File: config.mk
export PLATFORM = sky130hd
export DESIGN_NAME = fetch_decode_buffer_flat
export DESIGN_NICKNAME = d
export VERILOG_FILES = /design/src/rtl/fetch_decode_buffer_pkg.sv /design/src/rtl/fetch_decode_buffer_if.sv /design/src/rtl/fetch_decode_buffer_instr_field_decode.sv /design/src/rtl/fetch_decode_buffer.sv /design/src/flat_wrapper.sv
export SDC_FILE = /design/constraint.sdc
export NUM_CORES = 1
export LEC_CHECK = 0
export ABC_AREA = 1
export CORE_MARGIN = 1.5
export CORE_UTILIZATION = 55
export CTS_BUF_LIST = sky130_fd_sc_hd__clkbuf_8
export DETAILED_ROUTE_END_ITERATION = 10
export DONT_BUFFER_PORTS = 1
export HOLD_SLACK_MARGIN = 0.03
export PLACE_DENSITY_LB_ADDON = 0.05
export SLEW_MARGIN = 30
export SYNTH_ARGS = -nofsm -noshare
export SYNTH_HDL_FRONTEND = slang
export SYNTH_SLANG_ARGS = --single-unit
File: constraint.sdc
create_clock -name clk -period 7.8 [get_ports clk]
set_input_delay 0.78 -clock clk [delete_from_list [all_inputs] [get_ports clk]]
set_output_delay 0.78 -clock clk [all_outputs]
set_load 0.02 [all_outputs]
File: src/rtl/fetch_decode_buffer_pkg.sv
// Shared constants and types for the IF/ID elastic buffer and the MIPS field decoder.
// Field positions follow the standard MIPS32 instruction layout.
package fetch_decode_buffer_pkg;

  localparam int FDB_DEPTH = 2;
  localparam int FDB_AW    = 1;

  localparam int OP_MSB    = 31;
  localparam int OP_LSB    = 26;
  localparam int RS_MSB    = 25;
  localparam int RS_LSB    = 21;
  localparam int RT_MSB    = 20;
  localparam int RT_LSB    = 16;
  localparam int RD_MSB    = 15;
  localparam int RD_LSB    = 11;
  localparam int SHAMT_MSB = 10;
  localparam int SHAMT_LSB = 6;
  localparam int FUNCT_MSB = 5;
  localparam int FUNCT_LSB = 0;
  localparam int IMM_MSB   = 15;
  localparam int IMM_LSB   = 0;

  localparam logic [5:0]  OPC_RTYPE  = 6'b000000;
  localparam logic [31:0] NOP_WORD   = 32'h0000_0000;
  localparam logic [31:0] WORD_BYTES = 32'd4;

  typedef struct packed {
    logic [31:0] pc;
    logic [31:0] instr;
  } fetch_entry_t;

endpackage

File: src/rtl/fetch_decode_buffer_if.sv
// Fetch-side and decode-side handshake bundle for the IF/ID buffer.
// master = the environment (fetch + decode), slave = the buffer itself.
interface fetch_decode_buffer_if;

  logic        in_valid;
  logic [31:0] in_pc;
  logic [31:0] in_instr;
  logic        in_ready;

  logic        out_valid;
  logic        out_ready;
  logic [31:0] out_pc;
  logic [31:0] out_pc_plus4;
  logic [31:0] out_instr;
  logic [5:0]  out_opcode;
  logic [4:0]  out_rs;
  logic [4:0]  out_rt;
  logic [4:0]  out_rd;
  logic [4:0]  out_shamt;
  logic [5:0]  out_funct;
  logic [31:0] out_imm_sext;
  logic        out_is_rtype;
  logic        out_is_nop;

  modport master (
    output in_valid, in_pc, in_instr, out_ready,
    input  in_ready, out_valid, out_pc, out_pc_plus4, out_instr, out_opcode,
           out_rs, out_rt, out_rd, out_shamt, out_funct, out_imm_sext,
           out_is_rtype, out_is_nop
  );

  modport slave (
    input  in_valid, in_pc, in_instr, out_ready,
    output in_ready, out_valid, out_pc, out_pc_plus4, out_instr, out_opcode,
           out_rs, out_rt, out_rd, out_shamt, out_funct, out_imm_sext,
           out_is_rtype, out_is_nop
  );

endinterface

File: src/rtl/fetch_decode_buffer_instr_field_decode.sv
// Purely combinational MIPS field slicer; reused by the decode and control units.
module instr_field_decode
  import fetch_decode_buffer_pkg::*;
(
  input  logic [31:0] instr,
  output logic [5:0]  opcode,
  output logic [4:0]  rs,
  output logic [4:0]  rt,
  output logic [4:0]  rd,
  output logic [4:0]  shamt,
  output logic [5:0]  funct,
  output logic [31:0] imm_sext,
  output logic        is_rtype,
  output logic        is_nop
);

  assign opcode   = instr[OP_MSB:OP_LSB];
  assign rs       = instr[RS_MSB:RS_LSB];
  assign rt       = instr[RT_MSB:RT_LSB];
  assign rd       = instr[RD_MSB:RD_LSB];
  assign shamt    = instr[SHAMT_MSB:SHAMT_LSB];
  assign funct    = instr[FUNCT_MSB:FUNCT_LSB];
  assign imm_sext = {{16{instr[IMM_MSB]}}, instr[IMM_MSB:IMM_LSB]};
  assign is_rtype = (opcode == OPC_RTYPE);
  assign is_nop   = (instr == NOP_WORD);

endmodule

File: src/rtl/fetch_decode_buffer.sv
// Elastic IF/ID stage: small FIFO of {PC, instruction} pairs with a flush for redirects
// and pre-sliced MIPS fields on the head entry.
module fetch_decode_buffer
  import fetch_decode_buffer_pkg::*;
#(
  parameter int DEPTH = FDB_DEPTH,
  parameter int AW    = FDB_AW
)
(
  input  logic                  clk,
  input  logic                  rst,
  input  logic                  flush,
  fetch_decode_buffer_if.slave  bus
);

  fetch_entry_t  mem_q [DEPTH];
  fetch_entry_t  mem_d [DEPTH];
  logic [AW-1:0] wr_ptr_q, wr_ptr_d;
  logic [AW-1:0] rd_ptr_q, rd_ptr_d;
  logic [AW:0]   count_q, count_d;

  logic          push, pop, empty;
  fetch_entry_t  head;

  logic [5:0]    dec_opcode, dec_funct;
  logic [4:0]    dec_rs, dec_rt, dec_rd, dec_shamt;
  logic [31:0]   dec_imm_sext;
  logic          dec_is_rtype, dec_is_nop;

  // in_ready depends on count only, so decode stalls never ripple combinationally into fetch.
  assign empty         = (count_q == '0);
  assign bus.in_ready  = (count_q != (AW+1)'(DEPTH));
  assign bus.out_valid = !empty;
  assign push          = bus.in_valid & bus.in_ready;
  assign pop           = bus.out_valid & bus.out_ready;

  always_comb begin
    mem_d    = mem_q;
    wr_ptr_d = wr_ptr_q;
    rd_ptr_d = rd_ptr_q;
    count_d  = count_q;
    if (flush) begin
      wr_ptr_d = '0;
      rd_ptr_d = '0;
      count_d  = '0;
    end else begin
      if (push) begin
        mem_d[wr_ptr_q] = {bus.in_pc, bus.in_instr};
        wr_ptr_d        = wr_ptr_q + AW'(1);
      end
      if (pop) begin
        rd_ptr_d = rd_ptr_q + AW'(1);
      end
      case ({push, pop})
        2'b10:   count_d = count_q + (AW+1)'(1);
        2'b01:   count_d = count_q - (AW+1)'(1);
        default: count_d = count_q;
      endcase
    end
  end

  always_ff @(posedge clk) begin
    if (rst) begin
      wr_ptr_q <= '0;
      rd_ptr_q <= '0;
      count_q  <= '0;
    end else begin
      wr_ptr_q <= wr_ptr_d;
      rd_ptr_q <= rd_ptr_d;
      count_q  <= count_d;
    end
  end

  always_ff @(posedge clk) begin
    mem_q <= mem_d;
  end

  assign head = empty ? '0 : mem_q[rd_ptr_q];

  instr_field_decode u_decode (
    .instr    (head.instr),
    .opcode   (dec_opcode),
    .rs       (dec_rs),
    .rt       (dec_rt),
    .rd       (dec_rd),
    .shamt    (dec_shamt),
    .funct    (dec_funct),
    .imm_sext (dec_imm_sext),
    .is_rtype (dec_is_rtype),
    .is_nop   (dec_is_nop)
  );

  // A zeroed head still decodes as an R-type NOP at PC+4=4, so those outputs need explicit gating.
  assign bus.out_pc       = head.pc;
  assign bus.out_instr    = head.instr;
  assign bus.out_pc_plus4 = empty ? '0 : head.pc + WORD_BYTES;
  assign bus.out_opcode   = dec_opcode;
  assign bus.out_rs       = dec_rs;
  assign bus.out_rt       = dec_rt;
  assign bus.out_rd       = dec_rd;
  assign bus.out_shamt    = dec_shamt;
  assign bus.out_funct    = dec_funct;
  assign bus.out_imm_sext = dec_imm_sext;
  assign bus.out_is_rtype = dec_is_rtype & !empty;
  assign bus.out_is_nop   = dec_is_nop & !empty;

endmodule

File: src/flat_wrapper.sv
// flat-port wrapper written by rule: the top's interface ports become plain ports
module fetch_decode_buffer_flat import fetch_decode_buffer_pkg::*;
#(
  parameter int DEPTH = FDB_DEPTH,
  parameter int AW    = FDB_AW
)
  (clk, rst, flush, bus_in_valid, bus_in_pc, bus_in_instr, bus_out_ready, bus_in_ready, bus_out_valid, bus_out_pc, bus_out_pc_plus4, bus_out_instr, bus_out_opcode, bus_out_rs, bus_out_rt, bus_out_rd, bus_out_shamt, bus_out_funct, bus_out_imm_sext, bus_out_is_rtype, bus_out_is_nop);
  fetch_decode_buffer_if bus_i ();
  input  logic clk;
  input  logic rst;
  input  logic flush;
  input wire logic [$bits(bus_i.in_valid)-1:0] bus_in_valid;
  input wire logic [$bits(bus_i.in_pc)-1:0] bus_in_pc;
  input wire logic [$bits(bus_i.in_instr)-1:0] bus_in_instr;
  input wire logic [$bits(bus_i.out_ready)-1:0] bus_out_ready;
  output wire logic [$bits(bus_i.in_ready)-1:0] bus_in_ready;
  output wire logic [$bits(bus_i.out_valid)-1:0] bus_out_valid;
  output wire logic [$bits(bus_i.out_pc)-1:0] bus_out_pc;
  output wire logic [$bits(bus_i.out_pc_plus4)-1:0] bus_out_pc_plus4;
  output wire logic [$bits(bus_i.out_instr)-1:0] bus_out_instr;
  output wire logic [$bits(bus_i.out_opcode)-1:0] bus_out_opcode;
  output wire logic [$bits(bus_i.out_rs)-1:0] bus_out_rs;
  output wire logic [$bits(bus_i.out_rt)-1:0] bus_out_rt;
  output wire logic [$bits(bus_i.out_rd)-1:0] bus_out_rd;
  output wire logic [$bits(bus_i.out_shamt)-1:0] bus_out_shamt;
  output wire logic [$bits(bus_i.out_funct)-1:0] bus_out_funct;
  output wire logic [$bits(bus_i.out_imm_sext)-1:0] bus_out_imm_sext;
  output wire logic [$bits(bus_i.out_is_rtype)-1:0] bus_out_is_rtype;
  output wire logic [$bits(bus_i.out_is_nop)-1:0] bus_out_is_nop;
  assign bus_i.in_valid = bus_in_valid;
  assign bus_i.in_pc = bus_in_pc;
  assign bus_i.in_instr = bus_in_instr;
  assign bus_i.out_ready = bus_out_ready;
  assign bus_in_ready = bus_i.in_ready;
  assign bus_out_valid = bus_i.out_valid;
  assign bus_out_pc = bus_i.out_pc;
  assign bus_out_pc_plus4 = bus_i.out_pc_plus4;
  assign bus_out_instr = bus_i.out_instr;
  assign bus_out_opcode = bus_i.out_opcode;
  assign bus_out_rs = bus_i.out_rs;
  assign bus_out_rt = bus_i.out_rt;
  assign bus_out_rd = bus_i.out_rd;
  assign bus_out_shamt = bus_i.out_shamt;
  assign bus_out_funct = bus_i.out_funct;
  assign bus_out_imm_sext = bus_i.out_imm_sext;
  assign bus_out_is_rtype = bus_i.out_is_rtype;
  assign bus_out_is_nop = bus_i.out_is_nop;
  fetch_decode_buffer #(.DEPTH(DEPTH), .AW(AW)) u_core (.clk(clk), .rst(rst), .flush(flush), .bus(bus_i));
endmodule
==> results of run 1 <==
-- flip-flops by register name (all words and copies together) (netlist names) --
| name | cells |
|---|---|
| u_core.count_q | 2 |
| u_core.wr_ptr_q | 1 |
| u_core.rd_ptr_q | 1 |
| u_core.mem_q | 128 |
-- area by class of cell --
| type | count | area [sq um] |
|---|---|---|
| flip-flops and latches | 132 | 3925 |
| multi-input cells | 425 | 1933 |
| fillers | 1029 | 4982 |
| repair buffers | 17 | 140.1 |
| clock inverters | 15 | 261.5 |
| inverters | 80 | 301.5 |
| well taps | 147 | 183.9 |
| clock buffers | 17 | 234.0 |
-- per-layer routing --
metal | vias up | share of wire | track usage
li1 | 2156 | - | -
met1 | 2051 | 0.40 | 0.2622
met2 | 168 | 0.50 | 0.3815
met3 | 19 | 0.074 | 0.07067
met4 | 0 | 0.025 | 0.09417
met5 | - | 0 | 0
-- worst max-delay path by stage --
stage	end	slack, ns	depth (start not counted)
after floorplan	u_core.mem_q[0]	1.99	2
after global placement	bus_out_pc_plus4[18]	4.00	10
after detailed placement	bus_out_pc_plus4[18]	3.89	10
after CTS	bus_out_pc_plus4[18]	3.41	10
after global routing	bus_out_pc_plus4[18]	3.38	10
final	bus_out_pc_plus4[18]	3.64	10
-- cell usage in the layout, fill, tap and decap left out, drive strengths merged, types with 4 or more instances in the layout --
| cell type | count |
|---|---|
| nand2 | 228 |
| edfxtp | 128 |
| inv | 80 |
| nor2 | 74 |
| nand3 | 48 |
| a21oi | 25 |
| clkbuf | 17 |
| buf | 17 |
| xor2 | 14 |
| or2 | 14 |
| o21ai | 8 |
| bufinv | 7 |
| clkinvlp | 4 |
| dfxtp | 4 |
| clkinv | 4 |
| nor3 | 4 |
-- through the flow --
stage,worst slack (ns),util,hold slack [ns]
6_report,3.643,0.5835,0.4340
5_1_grt,3.382,0.5835,0.4025
4_1_cts,3.406,0.5831,0.4044
3_5_place_dp,3.893,0.5416,0.5074
3_3_place_gp,3.996,0.5407,0.5016
2_1_floorplan,1.993,-,0.4600
-- cell families after synthesis --
group,count (synthesis),synth area share
AND/OR/NAND/NOR,374,0.2317
multiplexers,1,0.001486
XOR/XNOR,14,0.01821
flip-flops,132,0.5827
buffers and inverters,169,0.1368
adder cells (fa/ha/maj),2,0.003715
AO/OA/AOI/OAI,34,0.02545
-- power by group --
group / switching [mW] / leakage [nW] / internal (mW)
combinational: 0.128 / 1.58 / 0.0281
clock: 0.260 / 0.237 / 0.442
sequential: 0.00506 / 1.21 / 0.802
-- worst max-delay path, cell delays in order, from the launching register on --
cell and delay (ns):
dfxtp_1 0.45, nor2_4 0.06, clkinv_2 0.58, nand2_1 0.22
inv_1 0.27, ha_1 0.22, nand3_1 0.15, nor2_4 0.21
nand2_1 0.17, nor2_4 0.22, xor2_1 0.40
==> metrics.md, run 1 <==
| Metric | Value |
|---|---|
| Most numerous cell in the Yosys netlist | `nand2_1` |
| RSZ-0062 raised after global routing | `false` |
| Syn. warnings | `0` |
| Worst R2R Start | `u_core.count_q[1]` |
| Post-synth EDFFs | `128` |
| Final GP Congestion | `~0.86` |
| Worst EP arrival | `3.38 ns` |
| DR vias/cell | `5.275` |
| H-tree levels | `4` |
| Width of the die | `around 110 microns` |
| Global-route wire length before repair | `between 20 and 25 mm` |
| Max Fclk | `~0.24 GHz` |
| DRT iter0 DRCs | `241` |
| Post-CTS Setup Bufs | `0` |
| # rows | `40` |
| Root Buffer Master | `clkbuf_8` |
| # setup viols final | `0` |
| Design area | `6979 sq um` |
| Crit path required time | `7.02 ns` |
| Normalized max-slew margin | `0.3553` |
| Ys flop type | `edfxtp_1` |
| Non-filler cells, final | `between 800 and 900` |
| Cells after synthesis | `726` |
| Final ANT Viol Nets | `0` |
| Syn Area/Cell | `around 9.3 sq um` |
| Share of the synthesized area in the top cell type | `0.5708` |
| Final slew viol count | `0` |
| Hold depth | `0` |
| CTS tree | `yes` |
| Crit path capture type | `output port` |
| Placed standard-cell area | `6479 sq um` |
| Clock slew seen by the registers of the worst setup and hold paths | `around 0.08 ns` |
| Vias in the first global route | `4138` |
| Worst Skew | `about 0.012 ns` |
| Crit Path Category | `reg2out` |
| Post-cts sizing count | `0` |
| Maximum buffer depth of the clock tree | `2` |
| CTS Hold Buffers Added | `0` |
| Post-synthesis sequential area ratio | `0.5827` |
| Placed Instances | `801` |
| Initial Utilization | `0.5630` |
| Endpoint of the worst hold-timing path | `u_core.mem_q[116]` |
| Worst slew pin tran | `between 0.9 and 1 ns` |
| FF+latch count, synth | `132` |
| Fin crit share | `0.5330` |
| Area delta synth->final | `3.642%` |
| Worst Reg-to-Reg Cells | `10` |
| HP Class | `in2reg` |
| Fin nets | `744` |
| Yosys cell types | `30` |
| Core box area | `between 10000 and 15000 sq um` |
| Worst-path maximum fanout | `60` |
| Max-Cap Viols | `0` |
| Ports | `233` |
| Largest net degree at the start of global routing | `66` |
| Die area | `12920 sq um` |
| Most instantiated cells after synthesis | `nand2_1, edfxtp_1, inv_1` |
| Asr flop ratio synth | `0` |
| Final Total Pwr | `1.665 mW` |
| Clk_lat worst skew | `0.44 ns` |
| Yosys top cell by area | `edfxtp_1` |
| PwrDens | `238.6 nW/um^2` |
| Worst setup SP type | `flop` |
| Worst vdd ir | `0.0001728 V` |
| Start point of the worst hold path | `bus_in_pc[20]` |
| Hold Fails Final Rpt | `0` |
| Vias | `4394` |
| Total track usage | `0.2237` |
| ANT cells | `0` |
| Die Ht | `between 100 and 150 microns` |
| Worst setup path startpoint | `u_core.count_q[0]` |
| PortBufs | `0` |
| RR Endpoint | `u_core.count_q[1]` |
| Num CTS Buffers | `17` |
| Post-Syn Nets | `797` |
| Min Tclk post-route | `4.157 ns` |
| Wire per inst | `17.00 microns` |
| Status | `completed` |
| Detailed-route DRC error count | `0` |
| Setup TNS | `0 ns` |
| Clock sinks | `132` |
| Worst R2R Setup Slack | `5.42 ns` |
| Total Routed Length | `14.16 mm` |
| Initial antenna violation count | `0` |
| Mapped Area | `6734 sq um` |
| Lkg Pwr | `3.025 nW` |
| Number of detailed-route iterations in the first pass | `4` |
| Layout cell share with drive strength beyond 1 | `0.1122` |
| Grt total ovfl | `0` |
| Synth top area cells | `edfxtp_1, nand2_1, buf_4, inv_1, nor2_1` |
| HPWL Detailed | `9.726 mm` |
(Power assumes the default switching activity.)
==> run 2: changes to the inputs <==
clock period = 3.8 ns   (was 7.8 ns; I/O delays follow)
==> metrics.md, run 2 (synthesis gave the netlist of run 1 again) <==
| Metric | Value |
|---|---|
| Worst vdd ir | `0.0004702 V` |
| Post-cts sizing count | `0` |
| Most common cell on crit path | `nand2_1` |
| DRT iter0 DRCs | `293` |
| Initial antenna violation count | `0` |
| Global-route wire length before repair | `22.60 mm` |
| # rows | `40` |
| Worst slew pin tran | `0.9048 ns` |
| Initial Utilization | `0.5630` |
| Wire per inst | `between 15 and 20 microns` |
| Commonest non-fill, non-tap cells in the layout | `nand2_1, edfxtp_1, inv_1` |
| Number of detailed-route iterations in the first pass | `5` |
| Total track usage | `0.2312` |
| Worst setup SP type | `flop` |
| Final ANT Viol Nets | `0` |
| Hold depth | `2` |
| CTS tree | `yes` |
| Layout cell share with drive strength beyond 1 | `0.1150` |
| Delay-heaviest family, CP | `simple AND/OR/NAND/NOR gates` |
| Critical Path Slowest Stage Cell | `dfxtp_2` |
| Max-Cap Viols | `0` |
| H-tree levels | `4` |
| DR vias/cell | `5.135` |
| Total Routed Length | `14.79 mm` |
| Largest net degree at the start of global routing | `65` |
| Final slew viol count | `0` |
| Worst Skew | `0.007235 ns` |
| Die area | `12920 sq um` |
| Ports | `~230` |
| Crit path depth | `14` |
| PwrDens | `412.8 nW/um^2` |
| # setup viols final | `0` |
| Die Ht | `between 100 and 150 microns` |
| Clock slew seen by the registers of the worst setup and hold paths | `0.08 ns` |
| Worst-path maximum fanout | `36` |
| Clk_lat worst skew | `0.43 ns` |
| Worst Reg-to-Reg Cells | `11` |
| Critical Path, Cell by Cell | `inv_2 > nand2_1 > nand2_1 > nand2_1 > inv_1 > ha_1 > nand3_1 > nor2_4 > nand2_1 > nor2_2 > nand2_1 > nand2_1 > nand2_1 > inv_1` |
| Core box area | `11960 sq um` |
| Vias | `4683` |
| Max Fclk | `0.2874 GHz` |
| Reg area | `a little under 4000 sq um` |
| Multi-input logic area | `1918 sq um` |
| Clock sinks | `132` |
| Num CTS Buffers | `17` |
| Fin nets | `823` |
| Crit Path Category | `reg2out` |
| Min Tclk post-route | `3.480 ns` |
| Vias in the first global route | `approximately 4.5k` |
| Maximum buffer depth of the clock tree | `2` |
| Largest stage delay, worst path | `0.54 ns` |
| Status | `completed` |
| Top Registers | `u_core.mem_q: 128 flops, u_core.count_q: 2 flops` |
| Grt total ovfl | `0` |
| Normalized max-slew margin | `0.3968` |
| ANT cells | `0` |
| Final Core Density | `0.6351` |
| Worst EP arrival | `3.10 ns` |
| Biggest register | `u_core.mem_q` |
| Max reg flops | `128` |
| Non-filler cells, final | `roughly 910` |
| Most common cell after layout, fill and taps aside | `nand2_1` |
| Crit path capture type | `output port` |
| Detailed-route DRC error count | `0` |
| Fin crit share | `0.9157` |
| Hold slack | `0.1293 ns` |
| Final Total Pwr | `3.136 mW` |
| RSZ-0062 raised after global routing | `false` |
| Final GP Congestion | `~0.93` |
| PortBufs | `0` |
| CP Buf/Inv Count | `3` |
| Area delta synth->final | `12.82%` |
| Placed Instances | `816` |
| HPWL Detailed | `9.797 mm` |
| HP Class | `in2reg` |
| Crit path required time | `3.42 ns` |
| Hold Fails Final Rpt | `0` |
| Width of the die | `113.7 microns` |
| Root Buffer Master | `clkbuf_8` |
| Lkg Pwr | `3.324 nW` |
| Pre-CTS setup slack | `0.7452 ns` |
| Fillers | `983` |
| Final setup margin | `0.3203 ns` |
-- run 2: layout make-up --
type | count | area share
well taps | 147 | 0.02421
repair buffers | 96 | 0.1192
flip-flops and latches | 132 | 0.5166
clock buffers | 17 | 0.03080
inverters | 80 | 0.03953
multi-input cells | 425 | 0.2525
clock inverters | 15 | 0.01713
-- run 2: worst paths after layout --
kind	from	to	slack, ns
worst max-delay path	u_core.rd_ptr_q	bus_out_pc_plus4[30]	0.32
worst min-delay path	bus_out_ready	u_core.rd_ptr_q	0.13
worst max register to register	u_core.count_q[1]	u_core.count_q[1]	1.61
worst min register to register	u_core.wr_ptr_q	u_core.wr_ptr_q	0.53
-- run 2: timing repair --
item / in CTS / in global routing
endpoints found under the hold margin: 128 / 0
hold buffers: 64 / 0
setup buffers: 0 / 0
-- run 2: power breakdown --
group	internal [mW]	leakage (nW)	switching [mW]
sequential	1.64	1.21	0.0130
combinational	0.112	1.94	0.281
clock	0.521	0.180	0.565
-- run 2: routing by layer --
metal / GRT usage / up-vias / wire length (microns)
li1: - / 2315 / -
met1: 0.2637 / 2164 / 5946
met2: 0.4177 / 192 / 7655
met3: 0.07173 / 12 / 1002
met4: 0.06833 / 0 / 185
met5: 0 / - / 0
-- run 2: per-stage QoR --
step,TNS [ns],instance area [sq um]
CTS,0,7597
detailed placement,0,6593
global placement,0,6593
floorplan,-239.68,6734
global route,0,7597
finish,0,7597
